### src/rtl/mux_sel_arbiter.sv
// Round-robin select generator for an 8:1 single-bit data mux.
// Grants one requesting channel at a time, for at most MAX_HOLD accepted beats.
module mux_sel_arbiter #(
   parameter int MAX_HOLD = 4,
   parameter int HOLD_W   = 4
) (
   input  logic       clk,
   input  logic       rst,
   input  logic [7:0] req,
   input  logic       ready,
   output logic [2:0] sel,
   output logic [7:0] grant,
   output logic       valid,
   output logic       last
);

   // state | meaning
   // IDLE  | no channel granted, waiting for any request
   // GRANT | channel sel is on the mux, counting accepted beats
   typedef enum logic {IDLE, GRANT} state_t;

   localparam logic [HOLD_W-1:0] CNT_LAST = HOLD_W'(MAX_HOLD - 1);

   state_t            state, next_state;
   logic [2:0]        ptr, next_ptr;
   logic [2:0]        next_sel;
   logic [7:0]        next_grant;
   logic              next_valid;
   logic [HOLD_W-1:0] cnt, next_cnt;
   logic [2:0]        start, pick;
   logic              beat, burst_end;

   function automatic logic [2:0] rr_pick(input logic [7:0] r, input logic [2:0] from);
      logic [2:0] idx;
      logic       found;
      rr_pick = from;
      found   = 1'b0;
      for (int i = 0; i < 8; i++) begin
         idx = from + 3'(i);
         if (!found && r[idx]) begin
            rr_pick = idx;
            found   = 1'b1;
         end
      end
   endfunction

   // Outside a burst the search starts at ptr; at burst end the current channel goes last.
   assign start     = (state == IDLE) ? ptr : sel + 3'd1;
   assign pick      = rr_pick(req, start);
   assign beat      = valid & ready;
   assign burst_end = !req[sel] || (beat && cnt == CNT_LAST);
   assign last      = valid && (cnt == CNT_LAST);

   always_comb begin
      next_state = state;
      next_ptr   = ptr;
      next_sel   = sel;
      next_grant = grant;
      next_valid = valid;
      next_cnt   = cnt;
      case (state)
         IDLE: begin
            next_grant = 8'h00;
            next_valid = 1'b0;
            if (|req) begin
               next_state = GRANT;
               next_sel   = pick;
               next_grant = 8'b1 << pick;
               next_valid = 1'b1;
               next_cnt   = '0;
            end
         end
         GRANT: begin
            if (burst_end) begin
               next_ptr = sel + 3'd1;
               next_cnt = '0;
               if (|req) begin
                  next_sel   = pick;
                  next_grant = 8'b1 << pick;
                  next_valid = 1'b1;
               end else begin
                  next_state = IDLE;
                  next_grant = 8'h00;
                  next_valid = 1'b0;
               end
            end else if (beat) begin
               next_cnt = cnt + 1'b1;
            end
         end
         default: begin
            next_state = IDLE;
            next_grant = 8'h00;
            next_valid = 1'b0;
            next_cnt   = '0;
         end
      endcase
   end

   always_ff @(posedge clk) begin
      if (rst) begin
         state <= IDLE;
         ptr   <= 3'd0;
         sel   <= 3'd0;
         grant <= 8'h00;
         valid <= 1'b0;
         cnt   <= '0;
      end else begin
         state <= next_state;
         ptr   <= next_ptr;
         sel   <= next_sel;
         grant <= next_grant;
         valid <= next_valid;
         cnt   <= next_cnt;
      end
   end

endmodule

### config.mk
export PLATFORM = sky130hd
export DESIGN_NAME = mux_sel_arbiter
export DESIGN_NICKNAME = d
export VERILOG_FILES = /design/src/rtl/mux_sel_arbiter.sv
export SDC_FILE = /design/constraint.sdc
export NUM_CORES = 1
export LEC_CHECK = 0
export ABC_AREA = 1
export CAP_MARGIN = 0
export CORE_MARGIN = 5
export CORE_UTILIZATION = 59
export CTS_BUF_LIST = sky130_fd_sc_hd__clkbuf_2
export CTS_CLUSTER_SIZE = 12
export DETAILED_ROUTE_END_ITERATION = 10
export GPL_TIMING_DRIVEN = 0
export PLACE_DENSITY = 0.86
export SYNTH_ARGS = -nofsm -noshare
export SYNTH_HDL_FRONTEND = slang
export SYNTH_SLANG_ARGS = --single-unit
### constraint.sdc
create_clock -name clk -period 4.05 [get_ports clk]
set_input_delay 0.81 -clock clk [delete_from_list [all_inputs] [get_ports clk]]
set_output_delay 0.81 -clock clk [all_outputs]
set_load 0.1 [all_outputs]
## After elaboration in Yosys (flattened, before gate mapping)

Index checks and enable logic that the tools add are counted.

- $add $sub $neg: 9
- $lt $le $gt $ge: 9
- Equality and inequality tests: 4
- Shift operators: 1
- Multiplexer cells: 48
- Bitwise operators: 2
- Reductions and logical operators: 21

Operators with widths:

| cell | count |
|---|---|
| 3-bit by 4-bit less-than comparator with 1-bit output (second input constant) | 9 |
| 3-bit two-way mux | 10 |
| 1-bit binary-select mux with 3-bit select | 9 |
| 1-bit two-way mux | 19 |
| 8-bit two-way mux | 2 |
| 8-bit one-hot mux with 2 select lines | 1 |
| 3-bit adder (second input constant) | 4 |
| 4-bit two-way mux | 3 |
| 1-bit logical AND | 9 |
| 1-bit zero test | 8 |
| 4-bit one-hot mux with 2 select lines | 1 |
| 8-bit OR reduction | 1 |
| 1-bit by 3-bit left shift with 8-bit output (first input constant) | 1 |
| 3-bit by 1-bit adder with 3-bit output (second input constant) | 2 |
| 3-bit by 2-bit adder with 3-bit output (second input constant) | 2 |
| 3-bit one-hot mux with 2 select lines | 1 |
| 4-bit by 1-bit adder with 4-bit output (second input constant) | 1 |
| 4-bit by 2-bit equality test with 1-bit output (second input constant) | 1 |
| 2-bit by 1-bit != test with 1-bit output (second input constant) | 2 |
| 1-bit one-hot mux with 2 select lines | 2 |
| 2-bit AND reduction | 2 |
| 3-bit by 1-bit != test with 1-bit output (second input constant) | 1 |
| 1-bit AND | 1 |
| 1-bit logical OR | 1 |
| 1-bit inverter | 1 |

- Flip-flop bits (word level): 20
- Input port bits: 11
- Output and inout bits: 13
- Word-level logic and storage cells: 100

## Longest topological paths before layout

Gate-level depths: netlist of run 1.

- Depth in word-level cells: 30
- Mapped depth: 25
- Mapped depth without buffers: 24

## Worst setup path before layout of run 1

No wires, ideal clock.

- Path type: register to register
- Start: reg valid
- End: reg cnt[2]
- Setup time: 0.065 ns
- Data arrival time: 4.354 ns
- Data required time: 3.985 ns
- Setup slack: -0.369 ns
- Stages on the path, launching flop included: 11
- Path buffers: 0
- Period minus slack after synthesis: 4.419 ns
- Cell sequence: dfxtp_1 -> nand2_1 -> nor3_1 -> nand2_1 -> o311ai_1 -> nor2_1 -> a21oi_1 -> inv_1 -> nor4_1 -> a21oi_1 -> nor2_1

- Longest elaborated chain between the ends: 5
- Elaborated cells between the ends (all ways): 7
- Those cells by class: eq/ne (1); mux (2); bitwise (1); reduce/logical (3)

RTL lines:

| what | RTL line | RTL |
|---|---|---|
| start: declaration | 13 | `output logic valid,` |
| start signal: assignment | 112 | `valid <= next_valid;` |
| 1-bit AND * | 50 | `assign beat = valid & ready;` |
| 1-bit logical AND | 51 | `assign burst_end = !req[sel] \|\| (beat && cnt == CNT_LAST);` |
| 1-bit logical OR | 51 |  |
| 4-bit two-way mux or 3-bit by 1-bit != test with 1-bit output (tied branches) | n/a |  |
| 4-bit one-hot mux with 2 select lines or 2-bit AND reduction (tied branches) | n/a |  |
| end signal: assignment | 113 | `cnt <= next_cnt;` |
| end: declaration | 29 | `logic [HOLD_W-1:0] cnt, next_cnt;` |

Mark *: on every way between the ends. The rest lies on a longest branch, timed or not.
A chain may end at the register's enable or synchronous reset.

## Final worst setup path of run 1

- Start: reg sel[0]
- End: reg grant[5]

- Longest elaborated chain between the ends: 30
- Elaborated cells between the ends (all ways): 62
- Those cells by class: add/sub (8); eq/ne (1); shift (1); mux (36); reduce/logical (16)

RTL lines:

| what | RTL line | RTL |
|---|---|---|
| start: declaration | 11 | `output logic [2:0] sel,` |
| start signal: assignment | 110 | `sel <= next_sel;` |
| branches (longest 30 deep; another with 3-bit by 1-bit adder with 3-bit output) | n/a |  |
| end signal: assignment | 111 | `grant <= next_grant;` |
| end: declaration | 12 | `output logic [7:0] grant,` |

Several ways; the timed one is not identified. The select of a mux whose other input is x is not followed.

==> flow_summary.ini, run 1 <==
[synth]
ys_warn_count = 0
synth_area_um2 = 2200
synth_cell_types = 35
postSynthAreaPerCell_um2 = 6.16
synth-seq-cells = 20
synth_fp_nets = 373
yosysTopAreaCellShare_pct = 18.2
netlist_top_cells_area = dfxtp_1 18%, nand2_1 18%, nand3_1 12%
yosysSeqAreaShare_pct = 18.2
yosysTopAreaCell = dfxtp_1
synth_cells = 358

[worst_setup_path]
critPathTopFamily = simple AND/OR/NAND/NOR gates
cp_max_fo = 10
path_class = reg2reg
cp.arrival_ns = 3.60
required_ns = 4.31
cp-end-kind = flop
slowest_delay_ns = 0.57
startpoint_type = flop
critical_path_buf_inv_count = 4
critPathSlowestCell = dfxtp_1
cp_cell_sequence = ha_1, nand2_4, inv_2, nor2_8, buf_8, ha_1, inv_1, nand3_1, nand2_1, nand2_1, nand2_2, nand3_4, nor2_8, nand3_2, clkinv_2, nand3_4, nand3_1, nand2_1, nor2_1, nand3_1, a21oi_1

[placement]
place.gp.congestion = 0.891
port_buffers = 23
place_area_um2 = 2500
dp_hpwl_mm = 4.32

[layout]
fillers = 341
final_common_cell = nand2_1
mostFrequentLayoutCells = 104 x nand2_1, 53 x nand3_1, 34 x inv_1
synthToLayoutAreaGrowth_pct = 14.1
fin_area_um2 = 2510
antennaDiodeCount = 0
drive_gt1_share_pct = 18.5
fin_nets = 401

[clocking]
postCtsSetupRepairBufs = 0
cts_hold_buf = 0
clock_latency_ns = 0.31
path_clk_slew_ns = 0.17
cts-resized-gates = 0
root_buffer = clkbuf_2
cts_num_sinks = 20
tritoncts = done
clock_path_buffers = 2
cts_buffers = 3
h-tree-depth = 1

[drt]
dr.pass1.iters = 5
route.vias.total = 2346
vias_per_cell = 5.43
drc = 0
wl_per_cell_um = 12.5
final_antenna_net_count = 0
drt_iter0_drc = 191
totalWireLength_mm = 5.38

[floorplanning]
dieArea_um2 = 5060
core-area_um2 = 3630
die_w_um = 71.1
die_y_um = 71.1
start_util_pct = 60.7
ios = 24
rows = 22

[timing]
period_share_pct = 82.6
setup_tns_ns = 0
drv_slew = 0
period_needed_ns = 3.35
clock-skew-final_ns = 0.00377
fmax_mhz = 299
setup_viol = 0
tightest_slew_ns = 0.977
final-hold-violation-count = 0
rsz0062_at_grt = false
slew_headroom_pct = 34.7

[run]
cap_violations = 0

[global_route]
antenna_found_initial = 0
grt_pass1_vias = 2069
grt_overflow_total = 0
track_usage_pct = 22.1
grt_max_degree = 11
grt_pass1_wl_mm = 9.27

[power_and_ir_drop]
leakage_nw = 1.23
irDropWorstVdd_uv = 648
power.density_nw_per_um2 = 849

[status]
outcome = complete, no violations

[min_path]
hold_path.class = reg2reg
-- per-layer routing --
metal / wire length (um) / vias up / track usage, %
li1: - / 1222 / -
met1: 2470 / 1020 / 29.0
met2: 2530 / 85 / 38.5
met3: 246 / 19 / 1.56
met4: 135 / 0 / 6.47
met5: 0 / - / 0
-- cell families (layout without fill, tap and decap cells) --
| logic type | Yosys count | count (layout) | synth area share (%) |
|---|---|---|---|
| buf+inv | 48 | 74 | 9.87 |
| simple gates | 246 | 246 | 57.9 |
| fa+ha+maj | 4 | 4 | 2.27 |
| compound gates | 38 | 38 | 11.0 |
| xor+xnor | 2 | 2 | 0.795 |
| flops | 20 | 20 | 18.2 |
-- cells in the mapped netlist (all sizes together) --
| master | n |
|---|---|
| o21ai | 16 |
| nand4 | 7 |
| clkbuf | 1 |
| clkinv | 1 |
| a31oi | 2 |
| a21oi | 17 |
| o211ai | 1 |
| inv | 42 |
| dfxtp | 20 |
| xnor2 | 1 |
| o311ai | 1 |
| nand2 | 136 |
| nor2 | 34 |
| nor4 | 3 |
| ha | 4 |
| or2 | 1 |
| o211a | 1 |
| nand3 | 64 |
| buf | 4 |
| nor3 | 1 |
| xor2 | 1 |
-- power breakdown --
group,internal (mW),total (mW),switching [mW]
registers,0.246,0.287,0.0414
clock network,0.0202,0.0772,0.0570
logic,0.523,1.77,1.25
total,0.790,2.14,1.35
-- sequential cells by signal (all words and copies together) (netlist names) --
name and flops:
state 1, sel 3, grant 8, valid 1, cnt 4, ptr 3
-- per-stage QoR --
step	setup WS, ns	util, %	instances	power [mW]	hold WS (ns)
after floorplan	0.476	-	358	1.72	0.462
after global placement	0.812	68.8	429	2.02	0.459
after detailed placement	0.800	68.8	429	2.04	0.460
after CTS	0.722	69.2	432	2.13	0.484
after global routing	0.418	69.2	432	2.33	0.510
final	0.705	69.2	432	2.14	0.478
-- layout make-up --
| cell class | instances | area [um^2] | share of cell area (%) |
|---|---|---|---|
| plain buffers | 5 | 52.6 | 2.09 |
| clock buffers | 3 | 15.0 | 0.597 |
| inverters | 43 | 165 | 6.57 |
| multi-input cells | 290 | 1590 | 63.3 |
| flip-flops and latches | 20 | 400 | 15.9 |
| well taps | 48 | 60.1 | 2.39 |
| repair buffers | 23 | 230 | 9.15 |
-- worst min-delay path, cell delays in order (launching register included) --
cell     delay [ns]
dfxtp_1        0.35
nand2_1        0.06
a21oi_1        0.05
-- path summary, 6_finish.rpt --
kind,startpoint,end,slack [ns],depth (start not counted)
max,sel[0],grant[5],0.70,21
min,grant[5],grant[5],0.48,2
max reg2reg,sel[0],grant[5],0.70,21
min reg2reg,grant[5],grant[5],0.48,2
Note: power is estimated with default switching activity, not from simulation.
==> run 2: changes to the inputs <==
==> constraint.sdc (replaced) <==
create_clock -name clk -period 3.5 [get_ports clk]
set_input_delay 0.7 -clock clk [delete_from_list [all_inputs] [get_ports clk]]
set_output_delay 0.7 -clock clk [all_outputs]
set_load 0.1 [all_outputs]
==> run 2 against run 1 <==
Worst setup slack worse by 0.35 ns. Count of clock-buffer cells in the layout did not move. Critical path depth up 4. Critical path type unchanged. Utilization is 0.55 points higher. Global-route usage increased by 0.37 points. Wire length up 1.8%. Via count is 0.68% higher. First-iteration DRC count is 17% higher. Sequential power is 17% higher. Maximum frequency increased by 6.3%. Combinational power grew 17%. Critical endpoint is now grant[3]. Final area up 0.80%.
==> flow_summary.ini, run 2 (synthesis gave the netlist of run 1 again) <==
[status]
outcome = complete, no violations

[power_and_ir_drop]
intPower_mw = 0.926
p_comb_share_pct = 82.7
power_switching_mw = 1.58
irDropWorstVdd_uv = 851
switching_share_pct = 63.0
p_total_mw = 2.50
clockPowerShare_pct = 3.9
p_seq_share_pct = 13.5
leakage_nw = 1.23
power.density_nw_per_um2 = 988

[clocking]
cts_buffers = 3
tritoncts = done
clock_latency_ns = 0.32
root_buffer = clkbuf_2
cts_num_sinks = 20
path_clk_slew_ns = 0.19
clock_path_buffers = 2
h-tree-depth = 1
cts_hold_buf = 0

[layout]
largestRegisters = grant: 8 flops, cnt: 4 flops
largest_register_ffs = 8
fin_util_pct = 69.8
fin_area_um2 = 2530
final_common_cell = nand2_1
regMostFlops = grant
mostFrequentLayoutCells = 103 x nand2_1, 53 x nand3_1, 33 x inv_1
synthToLayoutAreaGrowth_pct = 15.0
antennaDiodeCount = 0
seqCellArea_um2 = 405
multi_input_area_um2 = 1600
drive_gt1_share_pct = 19.7
fin_nets = 401
fillers = 334

[drt]
dr.pass1.iters = 5
final_antenna_net_count = 0
totalWireLength_mm = 5.48
route.vias.total = 2362
vias_per_cell = 5.45
wl_per_cell_um = 12.6
drc = 0
drt_iter0_drc = 224

[global_route]
grt_pass1_wl_mm = 9.59
track_usage_pct = 22.4
grt_pass1_vias = 2223
grt_max_degree = 12
grt_overflow_total = 0
antenna_found_initial = 0

[timing]
slew_headroom_pct = 34.0
drv_slew = 0
period_share_pct = 89.9
fin_ws_ns = 0.353
tightest_slew_ns = 0.987
final-hold-violation-count = 0
period_needed_ns = 3.15
setup_viol = 0
fmax_mhz = 318
clock-skew-final_ns = 0.0150

[run]
cap_violations = 0

[worst_setup_path]
path_class = reg2reg
cp_max_fo = 10
reg2reg_depth = 25
crit_top_cell = nand2_1
critPathLaunch = sel[0]
cp-end-kind = flop
required_ns = 3.78
cp.arrival_ns = 3.43
worstReg2RegStart = sel[0]
critPathTopFamily = simple AND/OR/NAND/NOR gates
critPathSlowestCell = dfxtp_4
cp-endpoint = grant[3]
cp.depth = 25
critical_path_buf_inv_count = 3
r2r_setup_slack_ns = 0.35
slowest_delay_ns = 0.42
reg2reg_to = grant[3]
startpoint_type = flop

[min_path]
hold_path.class = reg2reg
hold_depth = 2

[floorplanning]
die_y_um = 71.1
dieArea_um2 = 5060
rows = 22
die_w_um = 71.1
ios = 24
start_util_pct = 60.7
core-area_um2 = 3630

[placement]
dp_hpwl_mm = 4.44
place.gp.congestion = 0.882
place_area_um2 = 2510
pre_cts_ws_ns = 0.366
port_buffers = 23
run 2: metal layers:
| layer | vias up | GRT usage [%] | part of all wire (%) |
|---|---|---|---|
| li1 | 1227 | - | - |
| met1 | 1040 | 29.5 | 47 |
| met2 | 83 | 39.3 | 48 |
| met3 | 12 | 1.28 | 3.5 |
| met4 | 0 | 6.68 | 2.0 |
| met5 | - | 0 | 0 |
run 2: cell type report:
type                    count  area share [%]
clock buffers               3           0.592
flip-flops and latches     20            16.0
multi-input cells         290            63.2
inverters                  43            6.52
plain buffers               5            2.07
well taps                  48            2.37
repair buffers             23            9.08
clock inverters             1           0.148
run 2: worst min path at each step:
stage / start / end / slack (ns)
after CTS: grant[5] / grant[5] / 0.49
final: grant[5] / grant[5] / 0.49
after detailed placement: grant[4] / grant[4] / 0.46
after global routing: grant[7] / grant[7] / 0.52
after floorplan: cnt[1] / cnt[1] / 0.46
after global placement: grant[7] / grant[7] / 0.45
run 2: worst min-delay path, cell delays in order, from the launching register on:
cell	delay (ns)
dfxtp_1	0.36
nand2_1	0.06
a21oi_1	0.06
run 2: what timing repair did:
item,4_1_cts,5_1_grt
resized for setup,0,5
buffers inserted,0,0
endpoints found under the setup margin,0,8
endpoints found under the hold margin,0,0
run 2: power by group through the flow:
stage / logic (mW) / clock network, mW / registers, mW
floorplan: 1.38 / 0 / 0.613
global placement: 2.00 / 0 / 0.338
detailed placement: 2.03 / 0 / 0.339
CTS: 2.04 / 0.0958 / 0.334
global route: 2.28 / 0.106 / 0.348
finish: 2.07 / 0.0964 / 0.337
run 2: stage by stage:
step	TNS (ns)	cells	hold slack (ns)
after floorplan	0	358	0.462
after global placement	0	429	0.454
after detailed placement	0	429	0.463
after CTS	0	433	0.490
after global routing	-0.00573	433	0.519
final	0	433	0.492
